===== src/rtl/dkong_sound_pkg.sv =====
// Shared types and constants for the Donkey Kong sound-effect mixer.
// Pure definitions: no latency, no flow control.
package dkong_sound_pkg;

  localparam int SAMPLE_W    = 16;
  localparam int ENV_W       = 8;
  localparam int DAC_SHIFT   = 7;
  localparam int WALK_SHIFT  = 4;
  localparam int JUMP_SHIFT  = 4;
  localparam int CRASH_SHIFT = 5;

  typedef enum logic {
    CH_IDLE = 1'b0,
    CH_PLAY = 1'b1
  } ch_state_t;

  // Sign-extend a 9-bit signed term to sample width and weight it by a left shift.
  function automatic logic signed [SAMPLE_W-1:0] scale_term(
    input logic signed [ENV_W:0] v,
    input int unsigned           sh
  );
    logic signed [SAMPLE_W-1:0] ext;
    ext = {{(SAMPLE_W-ENV_W-1){v[ENV_W]}}, v};
    return ext <<< sh;
  endfunction

endpackage


===== src/rtl/dkong_sfx_channel.sv =====
// One analog-SFX voice: trigger edge detect, IDLE/PLAY FSM, decaying envelope, square or noise sign.
// State advances on the sample_tick edge; contribution is combinational from state; no backpressure.
module dkong_sfx_channel
  import dkong_sound_pkg::*;
#(
  parameter int HALF_PERIOD = 32,
  parameter int DECAY_DIV   = 16,
  parameter bit USE_NOISE   = 1'b0
) (
  input  logic                  soundclk,
  input  logic                  rst_n,
  input  logic                  i_sample_tick,
  input  logic                  i_trig,
  input  logic                  i_noise,
  output logic signed [ENV_W:0] o_contrib
);

  localparam int HP_W = $clog2(HALF_PERIOD + 1);
  localparam int DV_W = $clog2(DECAY_DIV + 1);
  localparam logic [HP_W-1:0]  HP_LAST = HP_W'(HALF_PERIOD - 1);
  localparam logic [DV_W-1:0]  DV_LAST = DV_W'(DECAY_DIV - 1);
  localparam logic [HP_W-1:0]  HP_ONE  = HP_W'(1);
  localparam logic [DV_W-1:0]  DV_ONE  = DV_W'(1);
  localparam logic [ENV_W-1:0] ENV_ONE = ENV_W'(1);

  ch_state_t         r_state, w_state_nxt;
  logic [ENV_W-1:0]  r_env, w_env_nxt;
  logic [DV_W-1:0]   r_decay_cnt, w_decay_nxt;
  logic [HP_W-1:0]   r_half_cnt, w_half_nxt;
  logic              r_sq, w_sq_nxt;
  logic              r_trig_prev;
  logic              w_rise;
  logic signed [ENV_W:0] w_mag;

  // History resets high so a trigger already asserted across reset is not an edge.
  assign w_rise = i_trig & ~r_trig_prev;

  always_ff @(posedge soundclk) begin
    if (!rst_n) begin
      r_state     <= CH_IDLE;
      r_env       <= '0;
      r_decay_cnt <= '0;
      r_half_cnt  <= '0;
      r_sq        <= 1'b0;
      r_trig_prev <= 1'b1;
    end else begin
      r_state     <= w_state_nxt;
      r_env       <= w_env_nxt;
      r_decay_cnt <= w_decay_nxt;
      r_half_cnt  <= w_half_nxt;
      r_sq        <= w_sq_nxt;
      r_trig_prev <= i_trig;
    end
  end

  always_comb begin
    w_state_nxt = r_state;
    w_env_nxt   = r_env;
    w_decay_nxt = r_decay_cnt;
    w_half_nxt  = r_half_cnt;
    w_sq_nxt    = r_sq;
    if (w_rise) begin
      w_state_nxt = CH_PLAY;
      w_env_nxt   = '1;
      w_decay_nxt = '0;
      w_half_nxt  = '0;
      w_sq_nxt    = 1'b1;
    end else if (r_state == CH_PLAY && i_sample_tick) begin
      if (r_decay_cnt == DV_LAST) begin
        w_decay_nxt = '0;
        w_env_nxt   = r_env - ENV_ONE;
        if (r_env == ENV_ONE) begin
          w_state_nxt = CH_IDLE;
        end
      end else begin
        w_decay_nxt = r_decay_cnt + DV_ONE;
      end
      if (USE_NOISE) begin
        w_sq_nxt = i_noise;
      end else if (r_half_cnt == HP_LAST) begin
        w_half_nxt = '0;
        w_sq_nxt   = ~r_sq;
      end else begin
        w_half_nxt = r_half_cnt + HP_ONE;
      end
    end
  end

  assign w_mag     = {1'b0, r_env};
  assign o_contrib = (r_state == CH_PLAY) ? (r_sq ? w_mag : -w_mag) : '0;

endmodule


===== src/rtl/dkong_sfx_mixer.sv =====
// Mixes DAC plus walk/jump/crash voices into one signed sample; tick at T -> sample_out at T+2.
// Single output register: sample_valid holds until accepted, a newer sample overwrites and sets sticky overrun.
module dkong_sfx_mixer
  import dkong_sound_pkg::*;
#(
  parameter int WALK_HALF_PERIOD = 32,
  parameter int JUMP_HALF_PERIOD = 12,
  parameter int WALK_DECAY_DIV   = 16,
  parameter int JUMP_DECAY_DIV   = 64,
  parameter int CRASH_DECAY_DIV  = 128
) (
  input  logic                       soundclk,
  input  logic                       rst_n,
  input  logic                       sample_tick,
  input  logic [7:0]                 dac_in,
  input  logic                       dac_mute,
  input  logic                       walk_in,
  input  logic                       jump_in,
  input  logic                       crash_in,
  input  logic                       noise_in,
  output logic signed [SAMPLE_W-1:0] sample_out,
  output logic                       sample_valid,
  input  logic                       sample_ready,
  output logic                       overrun
);

  logic signed [ENV_W:0]    w_walk, w_jump, w_crash;
  logic signed [ENV_W:0]    w_dac_term;
  logic signed [SAMPLE_W-1:0] w_mix;

  logic signed [ENV_W:0]    r_dac_term;
  logic                     r_tick_d1;
  logic                     r_mix_vld;
  logic signed [SAMPLE_W-1:0] r_mix;
  logic signed [SAMPLE_W-1:0] r_sample_out;
  logic                     r_sample_valid;
  logic                     r_overrun;

  dkong_sfx_channel #(
    .HALF_PERIOD (WALK_HALF_PERIOD),
    .DECAY_DIV   (WALK_DECAY_DIV),
    .USE_NOISE   (1'b0)
  ) u_walk (
    .soundclk      (soundclk),
    .rst_n         (rst_n),
    .i_sample_tick (sample_tick),
    .i_trig        (walk_in),
    .i_noise       (noise_in),
    .o_contrib     (w_walk)
  );

  dkong_sfx_channel #(
    .HALF_PERIOD (JUMP_HALF_PERIOD),
    .DECAY_DIV   (JUMP_DECAY_DIV),
    .USE_NOISE   (1'b0)
  ) u_jump (
    .soundclk      (soundclk),
    .rst_n         (rst_n),
    .i_sample_tick (sample_tick),
    .i_trig        (jump_in),
    .i_noise       (noise_in),
    .o_contrib     (w_jump)
  );

  dkong_sfx_channel #(
    .HALF_PERIOD (1),
    .DECAY_DIV   (CRASH_DECAY_DIV),
    .USE_NOISE   (1'b1)
  ) u_crash (
    .soundclk      (soundclk),
    .rst_n         (rst_n),
    .i_sample_tick (sample_tick),
    .i_trig        (crash_in),
    .i_noise       (noise_in),
    .o_contrib     (w_crash)
  );

  // dac_in - 128 is dac_in with the MSB inverted, then sign-extended to 9 bits.
  assign w_dac_term = dac_mute ? '0 : {~dac_in[7], ~dac_in[7], dac_in[6:0]};

  assign w_mix = scale_term(r_dac_term, DAC_SHIFT)
               + scale_term(w_walk,     WALK_SHIFT)
               + scale_term(w_jump,     JUMP_SHIFT)
               + scale_term(w_crash,    CRASH_SHIFT);

  always_ff @(posedge soundclk) begin
    if (!rst_n) begin
      r_dac_term     <= '0;
      r_tick_d1      <= 1'b0;
      r_mix_vld      <= 1'b0;
      r_mix          <= '0;
      r_sample_out   <= '0;
      r_sample_valid <= 1'b0;
      r_overrun      <= 1'b0;
    end else begin
      r_tick_d1 <= sample_tick;
      r_mix_vld <= r_tick_d1;
      if (sample_tick) begin
        r_dac_term <= w_dac_term;
      end
      if (r_tick_d1) begin
        r_mix <= w_mix;
      end
      if (r_mix_vld) begin
        r_sample_out   <= r_mix;
        r_sample_valid <= 1'b1;
        if (r_sample_valid && !sample_ready) begin
          r_overrun <= 1'b1;
        end
      end else if (sample_ready) begin
        r_sample_valid <= 1'b0;
      end
    end
  end

  assign sample_out   = r_sample_out;
  assign sample_valid = r_sample_valid;
  assign overrun      = r_overrun;

endmodule


===== config.mk =====
export PLATFORM = sky130hd
export DESIGN_NAME = dkong_sfx_mixer
export DESIGN_NICKNAME = d
export VERILOG_FILES = /design/src/rtl/dkong_sound_pkg.sv /design/src/rtl/dkong_sfx_channel.sv /design/src/rtl/dkong_sfx_mixer.sv
export SDC_FILE = /design/constraint.sdc
export NUM_CORES = 1
export LEC_CHECK = 0
export CORE_ASPECT_RATIO = 0.75
export CORE_MARGIN = 3
export CORE_UTILIZATION = 50
export DETAILED_ROUTE_END_ITERATION = 10
export GPL_ROUTABILITY_DRIVEN = 0
export HOLD_SLACK_MARGIN = 0.02
export PLACE_DENSITY = 0.7
export SETUP_SLACK_MARGIN = 0.3
export SYNTH_ARGS = -nofsm -noshare
export SYNTH_HDL_FRONTEND = slang
export SYNTH_SLANG_ARGS = --single-unit

===== constraint.sdc =====
create_clock -name soundclk -period 4.2 [get_ports soundclk]
set_input_delay 0.63 -clock soundclk [delete_from_list [all_inputs] [get_ports soundclk]]
set_output_delay 0.63 -clock soundclk [all_outputs]
set_load 0.05 [all_outputs]

==> metrics.md <==
| Metric | Value |
|---|---|
| Status | finished, final reports clean |
| Arrival @ worst endpoint | 4.02 ns |
| Pwr dens | 340 nW/µm² |
| Slowest stage cell, crit path | fa_1 |
| Global Route Usage Sum | 0.182 |
| WHS Path Cells | 2 |
| Relative slew margins | 0.362 |
| Ant. Diodes | 0 |
| Hpwl dp | 7800 µm |
| Leak Pwr | 2.48 nW |
| Num CTS Buffers | 9 |
| Critical path class | reg -> reg |
| Sequential Power Share | 0.479 |
| Die ar. | approximately 12,000 µm² |
| Via count | 4,165 |
| Final #Nets | between 700 and 800 |
| Flops & latches, synth | between 90 and 100 |
| H-Tree Depth | 3 |
| Setup TNS | 0 ns |
| Int Pwr | between 1.5 and 2 mW |
| Clock Pin Slew Worst Setup and Hold Paths | approximately 0.060 ns |
| Hold Crit Start | u_walk.r_decay_cnt[4]$_SDFFE_PP0P_ |
| Layout Cells excl Fill | 790 |
| Yosys Warn Count | 0 |
| Initial core utilization | 0.523 |
| Grt total ovfl | 0 |
| Fmax | 0.266 GHz |
| Worst R2R Start | u_jump.r_env[0]$_SDFFE_PN0P_ |
| Post-Route WL | 10,800 µm |
| Design Power | around 2.1 mW |
| Worst r2r dst | r_mix[15]$_SDFFE_PN0P_ |
| Clk buf depth | 2 |
| Worst path max stage delay | approximately 0.54 ns |
| Max Cap Viol | 0 |
| Placed insts | slightly below 800 |
| Worst-Margin Slew | 0.949 ns |
| First-pass GRT wire length | between 15,000 and 20,000 µm |
| Vias in the first global route | 3,897 |
| Max IR drop VDD | around 0.22 mV |
| Worst Hold Slack | approximately 0.44 ns |
| Min-Delay Endpoint | u_walk.r_decay_cnt[4]$_SDFFE_PP0P_ |
| Critical-path cell list | or3_4 -> nor3_4 -> nor2_1 -> xor2_1 -> nand2_1 -> fa_1 -> fa_1 -> inv_1 -> ha_1 -> and3_1 -> a22oi_1 -> or3_4 -> and3_1 -> o31ai_2 |
| Drt via density | 5.27 |
| Mean Syn Cell Area | 8.66 µm² |
| IO Port Bufs | 30 |
| Reg2reg path depth | 14 |
| Clk_lat worst skew | 0.34 ns |
| Mapped Cells | between 600 and 700 |
| Largest net degree at the start of global routing | 36 |
| Library cells used by synthesis | 56 |
| CTS sink cnt | 99 |
| Asr flop ratio synth | 0 |
| Share of layout cells above drive strength 1 | 0.0826 |
| Synth-to-Final Area Change | 13.8% |
| Final Max Tran Viols | 0 |
| Primary FF master, synth | dfxtp_1 |
| Final Hold Vio Count | 0 |
| Die Ht | 96.5 µm |
| Floorplan Core Area | 10,500 µm² |
| CTS tree | built |
| I/O pin cnt | 35 |
| Cts hold-fix bufs | 0 |
| Post-synth EDFFs | 0 |
| RSZ-0062 raised after global routing | true |
| Logic pwr share | 0.150 |
| Sequential area share after synthesis | 0.363 |
| Fin crit period | 3.77 ns |
| Clk pwr share | 0.371 |
| Final Setup Violations | 0 |
| Hold Crit Class | reg -> reg |
| Psw | 548 µW |
| Switching share of power | 0.259 |
| Root buf cell | clkbuf_16 |
| Wire length per cell | between 10 and 15 µm |
| Crit end category | flip-flop |
| Clk_skew | 0.00605 ns |
| Internal reg-to-reg setup slack | 0.43 ns |
| Die width | 127 µm |
| CP max FO | 6 |
| Final worst-path cycle share | 0.897 |
| CP Data Required Time | about 4.5 ns |
| # rows | 32 |
| Initial antenna violation count | 0 |
| Post-synthesis instance area | 5470 µm² |
| Critical path startpoint | u_jump.r_env[0]$_SDFFE_PN0P_ |
| Starting DRC count in detailed routing | 205 |
| CP Launch Type | flip-flop |
| Final ANT Viol Nets | 0 |
| # DRC | 0 |
| First-pass detailed-route iteration total | 4 |
cell families (layout without fill, tap and decap cells):
logic type | Yosys count | after routing | synth area share
xor+xnor | 64 | 64 | 0.103
other cells | 1 | 4 | 0.000686
mux | 23 | 23 | 0.0428
simple gates | 236 | 236 | 0.209
fa+ha+maj | 42 | 42 | 0.122
flops | 99 | 99 | 0.363
compound gates | 93 | 93 | 0.103
buf+inv | 73 | 93 | 0.0565
metal layers:
metal,part of all wire,global-route usage
met3,0.041,0.0445
met5,0,0
met4,0.011,0.0527
met1,0.49,0.241
met2,0.46,0.297
through the flow:
step	util	setup slack, ns	area, µm²
after floorplan	-	0.604	5480
after global placement	0.559	0.450	5840
after detailed placement	0.559	0.341	5840
after CTS	0.585	0.326	6120
after global routing	0.595	0.249	6220
final	0.595	0.434	6220
worst max path at each step:
stage	slack (ns)	cells past startpoint	to
after detailed placement	0.34	13	r_mix[14]$_SDFFE_PN0P_
after floorplan	0.60	12	r_mix[14]$_SDFFE_PN0P_
after global routing	0.25	14	r_mix[15]$_SDFFE_PN0P_
final	0.43	14	r_mix[15]$_SDFFE_PN0P_
after global placement	0.45	14	r_mix[15]$_SDFFE_PN0P_
after CTS	0.33	13	r_mix[14]$_SDFFE_PN0P_
synthesized netlist by cell type (8+ instances only):
master / count / area share
a21oi_1: 54 / 0.049
buf_4: 9 / 0.012
clkbuf_1: 22 / 0.015
dfxtp_1: 99 / 0.36
fa_1: 19 / 0.070
ha_1: 23 / 0.053
inv_1: 39 / 0.027
mux2i_1: 20 / 0.037
nand2_1: 77 / 0.053
nand2b_1: 9 / 0.010
nand3_1: 18 / 0.016
nor2_1: 75 / 0.052
nor3_1: 11 / 0.010
o21ai_0: 8 / 0.0073
xnor2_1: 18 / 0.029
xor2_1: 46 / 0.074
layout by cell type, fill, tap and decap left out, types with 4 or more instances in the layout:
cell / count
a2bb2oi_1: 7
and2_1: 5
a21o_1: 7
nor3_1: 11
ha_1: 20
clkdlybuf4s50_1: 30
xor2_1: 46
o21ai_0: 7
xnor2_1: 18
inv_1: 39
nand4b_1: 5
buf_4: 8
dfxtp_2: 6
nand2_1: 77
nor2_1: 75
mux2i_1: 20
a21oi_1: 53
conb_1: 4
dfxtp_1: 91
nand2b_1: 9
clkbuf_16: 9
fa_1: 19
nand3_1: 18
nand4_1: 7
worst max-delay path: cells and delay by family, from the launching register on:
family / cells / cell delay, ns
and+or+nand+nor: 7 / 1.53
adders and majority gates: 3 / 1.35
DFF: 1 / 0.35
AOI/OAI and AO/OA: 2 / 0.27
xor gates and xnor gates: 1 / 0.13
buffers and inverters: 1 / 0.04
final cells by class:
type | count | area [µm²]
fillers | 860 | 4230
multi-input cells | 462 | 3260
flip-flops and latches | 99 | 2000
repair buffers | 38 | 360
clock buffers | 12 | 236
well taps | 136 | 170
inverters | 40 | 150
clock inverters | 3 | 40.0
registers in the layout, summed over array words and instances, names as in the netlist, 4 cells and up:
name	flops
u_walk.r_decay_cnt	5
u_jump.r_decay_cnt	7
sample_out	12
u_crash.r_decay_cnt	8
u_walk.r_env	8
u_jump.r_env	8
u_walk.r_half_cnt	6
u_crash.r_env	8
r_dac_term	8
u_jump.r_half_cnt	4
r_mix	12
repair_timing:
action                                  CTS  global route
hold endpoints to repair                  0             0
gates resized for setup                   0            25
endpoints found under the setup margin    0             4
setup buffers                             0             1
power by group through the flow:
stage | clock network (mW) | registers (mW) | logic [mW]
detailed placement | 0 | 1.03 | 0.301
global placement | 0 | 1.03 | 0.295
floorplan | 0 | 1.02 | 0.244
CTS | 0.809 | 1.01 | 0.303
global route | 0.845 | 1.02 | 0.356
finish | 0.786 | 1.01 | 0.317
Note: power is estimated with default switching activity, not from simulation.
